`config.mk`:
```
export PLATFORM = sky130hd
export DESIGN_NAME = associate_train
export DESIGN_NICKNAME = d
export VERILOG_FILES = /design/src/rtl/associate_train.sv
export SDC_FILE = /design/constraint.sdc
export NUM_CORES = 1
export LEC_CHECK = 0
export BUFFER_PORTS_ARGS = -buffer_cell sky130_fd_sc_hd__buf_2
export CAP_MARGIN = 5
export CORE_ASPECT_RATIO = 1.1
export CORE_MARGIN = 10
export CORE_UTILIZATION = 55
export DETAILED_ROUTE_END_ITERATION = 10
export PLACE_DENSITY = 0.78
export REMOVE_ABC_BUFFERS = 1
export SYNTH_ARGS = -nofsm -noshare
export SYNTH_HDL_FRONTEND = slang
export SYNTH_SLANG_ARGS = --single-unit
```
`constraint.sdc`:
```
create_clock -name clk -period 12.2 [get_ports clk]
set_input_delay 2.44 -clock clk [delete_from_list [all_inputs] [get_ports clk]]
set_output_delay 2.44 -clock clk [all_outputs]
set_load 0.005 [all_outputs]
```
`src/rtl/associate_train.sv`:
```
// Training sequencer for one associate unit: streams a sample table through the forward
// port, returns thresholded errors for EPOCHS epochs, then runs one evaluation pass.
// Optional macro ASSOCIATE_TRAIN_EARLY_EN: end training after the first error-free epoch.
module associate_train #(
    parameter int ARGW   = 8,
    parameter int ARGD   = 2,
    parameter int RESW   = 16,
    parameter int ERRW   = 16,
    parameter int NUM    = 4,
    parameter int EPOCHS = 25,
    parameter logic [RESW-1:0] HIGH = 16'h00ff
) (
    input  logic                    clk,
    input  logic                    rst,
    input  logic                    smp_wr,
    input  logic [$clog2(NUM)-1:0]  smp_adr,
    input  logic [ARGD*ARGW-1:0]    smp_arg,
    input  logic [RESW-1:0]         smp_tgt,
    input  logic                    start,
    output logic                    busy,
    output logic                    done,
    output logic                    pass,
    output logic [$clog2(NUM):0]    errs,
    output logic [7:0]              epochs,
    output logic                    en,
    output logic [ARGD*ARGW-1:0]    arg_dat,
    output logic                    arg_stb,
    input  logic                    arg_rdy,
    input  logic [RESW-1:0]         res_dat,
    input  logic                    res_stb,
    output logic                    res_rdy,
    output logic [ERRW-1:0]         err_dat,
    output logic                    err_stb,
    input  logic                    err_rdy,
    input  logic                    fbk_stb,
    output logic                    fbk_rdy
);
    localparam int AW = $clog2(NUM);

    typedef enum logic [2:0] {IDLE, ARG, RES, ERR, FBK, NEXT, DONE} state_t;
    state_t state, state_nx;

    logic [ARGD*ARGW-1:0] arg_tab [NUM];
    logic [RESW-1:0]      tgt_tab [NUM];
    logic [AW-1:0]        idx;
    logic [ERRW-1:0]      err_q;
    logic [RESW-1:0]      tgt;
    logic [RESW-1:0]      act;
    logic signed [RESW:0] e_wide;
    logic signed [ERRW-1:0] e;
    logic                 last;
    logic                 epoch_last;
    logic                 stop_train;

    always_ff @(posedge clk) begin
        if (smp_wr && !busy) begin
            arg_tab[smp_adr] <= smp_arg;
            tgt_tab[smp_adr] <= smp_tgt;
        end
    end

    // Error is formed one bit wider than the result so tgt - act cannot overflow before resizing.
    always_comb begin
        tgt        = tgt_tab[idx];
        act        = res_dat[RESW-1] ? '0 : HIGH;
        e_wide     = $signed({tgt[RESW-1], tgt}) - $signed({act[RESW-1], act});
        e          = ERRW'(e_wide);
        last       = (idx == AW'(NUM - 1));
        epoch_last = (epochs == 8'(EPOCHS - 1));
    end

`ifdef ASSOCIATE_TRAIN_EARLY_EN
    logic dirty;

    always_ff @(posedge clk) begin
        if (rst) begin
            dirty <= 1'b0;
        end else if ((state == IDLE && start) || (state == NEXT && last)) begin
            dirty <= 1'b0;
        end else if (state == RES && res_stb && en && e != '0) begin
            dirty <= 1'b1;
        end
    end

    assign stop_train = epoch_last || !dirty;
`else
    assign stop_train = epoch_last;
`endif

    always_ff @(posedge clk) begin
        if (rst) state <= IDLE;
        else     state <= state_nx;
    end

    always_comb begin
        state_nx = state;
        busy     = 1'b1;
        done     = 1'b0;
        arg_stb  = 1'b0;
        res_rdy  = 1'b0;
        err_stb  = 1'b0;
        fbk_rdy  = 1'b0;
        unique case (state)
            IDLE: begin
                busy = 1'b0;
                if (start) state_nx = ARG;
            end
            ARG: begin
                arg_stb = 1'b1;
                if (arg_rdy) state_nx = RES;
            end
            RES: begin
                res_rdy = 1'b1;
                if (res_stb) state_nx = en ? ERR : NEXT;
            end
            ERR: begin
                err_stb = 1'b1;
                if (err_rdy) state_nx = FBK;
            end
            FBK: begin
                fbk_rdy = 1'b1;
                if (fbk_stb) state_nx = NEXT;
            end
            NEXT: state_nx = (last && !en) ? DONE : ARG;
            DONE: begin
                busy     = 1'b0;
                done     = 1'b1;
                state_nx = IDLE;
            end
            default: state_nx = IDLE;
        endcase
    end

    assign arg_dat = arg_stb ? arg_tab[idx] : '0;
    assign err_dat = err_stb ? err_q : '0;

    always_ff @(posedge clk) begin
        if (rst) begin
            idx    <= '0;
            en     <= 1'b0;
            epochs <= '0;
            errs   <= '0;
            pass   <= 1'b0;
            err_q  <= '0;
        end else begin
            unique case (state)
                IDLE: if (start) begin
                    idx    <= '0;
                    en     <= 1'b1;
                    epochs <= '0;
                    errs   <= '0;
                    pass   <= 1'b0;
                end
                RES: if (res_stb) begin
                    if (en)            err_q <= e;
                    else if (e != '0)  errs  <= errs + 1'b1;
                end
                NEXT: begin
                    if (!last) begin
                        idx <= idx + 1'b1;
                    end else begin
                        idx <= '0;
                        if (en) begin
                            epochs <= epochs + 8'd1;
                            if (stop_train) en <= 1'b0;
                        end else begin
                            pass <= (errs == '0);
                        end
                    end
                end
                default: ;
            endcase
        end
    end
endmodule

```
==> impl_metrics.ini <==
[status]
status = finished, final reports clean

[synthesis]
yosysMostFrequentCell = edfxtp_1
yosysTopAreaCell = edfxtp_1
ys_seq_area_share_pct = 64.5
synth_edf_count = 128
async_reset_ff_share_pct = 0
ys.warnings.count = 0
synthTopCellsByArea = edfxtp_1, dfxtp_1, mux4_2
netlist_area_sq_mm = 0.00708
netlist-cell-type-count = 54
synth_top_area_share_pct = 54.3
syn_area_per_cell_sq_um = 14.4
syn_inst = 492
synthTopCellsByCount = edfxtp_1, nor2_1, dfxtp_1
synth-seq-cells = 164
ys.flop_type = edfxtp_1

[place]
place_ws_ns = 6.56
gp_congestion = 0.807
io_buffer_count = 93
dp.cells = 722
hpwl_um = 9430

[sta]
max_slew_margin_pct = 19.3
finalHoldViolCount = 0
setup_ws_ns = 6.97
tightest_slew_ns = 1.21
setup_violations = 0
max_freq_mhz = 191
min_period_over_period_pct = 42.8
rsz0062_at_grt = no
tns_ns = 0
slew_violations = 0
finalWorstPathRequiredPeriod_ns = 5.23
timing.hold.ws_ns = 0.461
worst_clock_skew_ns = 0.00925

[setup_path]
cpPeakStageDelay_ns = 0.64
path_common_cell = a21oi_1
r2r_slack_ns = 8.06
reg2regPathDepth = 13
r2r_end = errs[0]
crit_required_ns = 12.55
start_kind = input pin
critPathSlowestCell = a211oi_1
cp_max_fo = 8
cp-end-kind = flop
crit_chain = buf_2 -> inv_1 -> ha_1 -> fa_1 -> nand2b_1 -> a211oi_1 -> a21oi_1 -> xnor2_1 -> and4bb_1 -> a41o_1 -> or4_1 -> a21oi_1
arrival_ns = 5.57
crit_type = input pin to flop

[cts]
cts_buffers = 17
post_cts_resized = 0
cts_sinks = 164
cts_htree_levels = 4
post_cts_buffers = 0
clk_latency_ns = 0.42
clkTransAtPathRegs_ns = 0.05
clockBufferDepth = 2
ctsHoldBuffers = 0
root_buffer = clkbuf_16
tritoncts = built

[hold_path]
holdCritPathClass = flop to flop
hold_path_end = err_q[6]
min_from = err_q[6]
worst_hold_path.num_cells = 2

[drt]
firstDrtPassIters = 4
via_per_inst = 5.79
drc_errors = 0
drtIter0Drc = 348
ant_nets = 0
wl_met1_um = 5540
wl_per_cell_um = 18.7
highest_layer = met5
num_vias = 4360
wirelength_um = 14100
wl_met3_um = 1300
wl_met2_um = 7050

[die]
ioPinCount = 109
start_util_pct = 56.2
num_rows = 43
die_area_sq_mm = 0.0178
die_h_um = 139
core_area_sq_mm = 0.0126
die_w_um = 128

[run]
max_cap_viol_count = 0

[final_layout]
drive_gt1_share_pct = 28.1
num-nets-final = 656
area_delta_synth_final_pct = 16.0
final_cell_count_no_fill = 753
post-route-util_pct = 65.3
fillers = 922

[grt]
grt_max_degree = 36
gr-total-overflow = 0
grt_pass1_wl_um = 23400
grt_antenna_before_repair = 4
grt_use_total_pct = 16.6
first_global_vias = 4504

[pwr]
p_leak_nw = 3.07
power.density_mw_per_mm2 = 150
ir_drop_mv = 0.115
-- area by class of cell --
| class | count | area (sq um) | area share (%) |
|---|---|---|---|
| Antenna cell | 1 | 2.50 | 0.0305 |
| Clock buffer | 20 | 437 | 5.32 |
| Clock inverter | 10 | 87.6 | 1.07 |
| Inverter | 13 | 48.8 | 0.594 |
| Multi-Input combinational cell | 289 | 2370 | 28.8 |
| Sequential cell | 164 | 4570 | 55.6 |
| Tap cell | 157 | 196 | 2.39 |
| Timing Repair Buffer | 99 | 510 | 6.21 |
-- worst max-delay path: cells and delay by family --
family                   cells  cell delay, ns
AO/OA/AOI/OAI                4            1.24
XOR/XNOR                     1            0.17
buffers and inverters        2            0.27
AND/OR/NAND/NOR              3            0.83
adder cells (fa/ha/maj)      2            0.62
-- routing by layer --
metal  GRT usage, %  up-vias
met5              0        -
met1           19.3     2117
met4           6.29        4
li1               -     2075
met2           26.3      146
met3           7.23       18
-- worst max path at each step --
| stage | from | endpoint | slack (ns) | cells past startpoint |
|---|---|---|---|---|
| 4_1_cts | res_dat[15] | errs[0] | 6.99 | 12 |
| 6_report | res_dat[15] | errs[0] | 6.97 | 12 |
| 5_1_grt | res_dat[15] | errs[0] | 6.72 | 12 |
| 2_1_floorplan | smp_wr | arg_tab[1][0] | 6.81 | 2 |
| 3_5_place_dp | res_dat[15] | errs[0] | 6.56 | 12 |
| 3_3_place_gp | res_dat[15] | errs[0] | 6.65 | 12 |
-- power breakdown --
part	internal, mW	switching, mW
logic	0.0447	0.0715
registers	0.628	0.0122
clock network	0.276	0.199
-- cells in the final DEF (no fill, tap or decap), types with 3 or more instances in the layout --
cell type,count
a21oi_1,22
and3_1,34
nand2_1,30
buf_4,6
clkbuf_1,3
inv_1,13
dfxtp_1,35
xor2_1,9
ha_1,13
nand3_1,4
nor3_1,11
o21ai_0,12
and2_1,3
clkinv_2,4
edfxtp_1,128
mux4_2,32
xnor2_1,9
clkbuf_16,17
a22oi_1,4
a211oi_1,13
nor2_1,38
or3_1,5
nor2b_1,3
a21o_1,3
nand2b_1,5
buf_2,93
-- flip-flops by register name, indices dropped and copies added (netlist names), named ones only --
| register | flops |
|---|---|
| arg_tab | 64 |
| tgt_tab | 64 |
| err_q | 16 |
| epochs | 8 |
| errs | 3 |
| state | 3 |
| idx | 2 |
| en | 1 |
| pass | 1 |
-- stage by stage --
step | instance area (sq um) | total power [mW]
final | 8220 | 1.23
after global routing | 8220 | 1.28
after CTS | 8210 | 1.24
after detailed placement | 7690 | 0.769
after global placement | 7690 | 0.763
after floorplan | 6960 | 0.718
-- logic make-up after synthesis --
group | count (synthesis) | share of synthesized area (%)
AOI/OAI and AO/OA | 70 | 6.72
xor gates and xnor gates | 18 | 2.23
adders and majority gates | 14 | 2.58
buffers and inverters | 39 | 2.33
DFF | 164 | 64.5
muxes | 34 | 10.5
and+or+nand+nor | 153 | 11.2
Power figures use the tool's default switching activity.
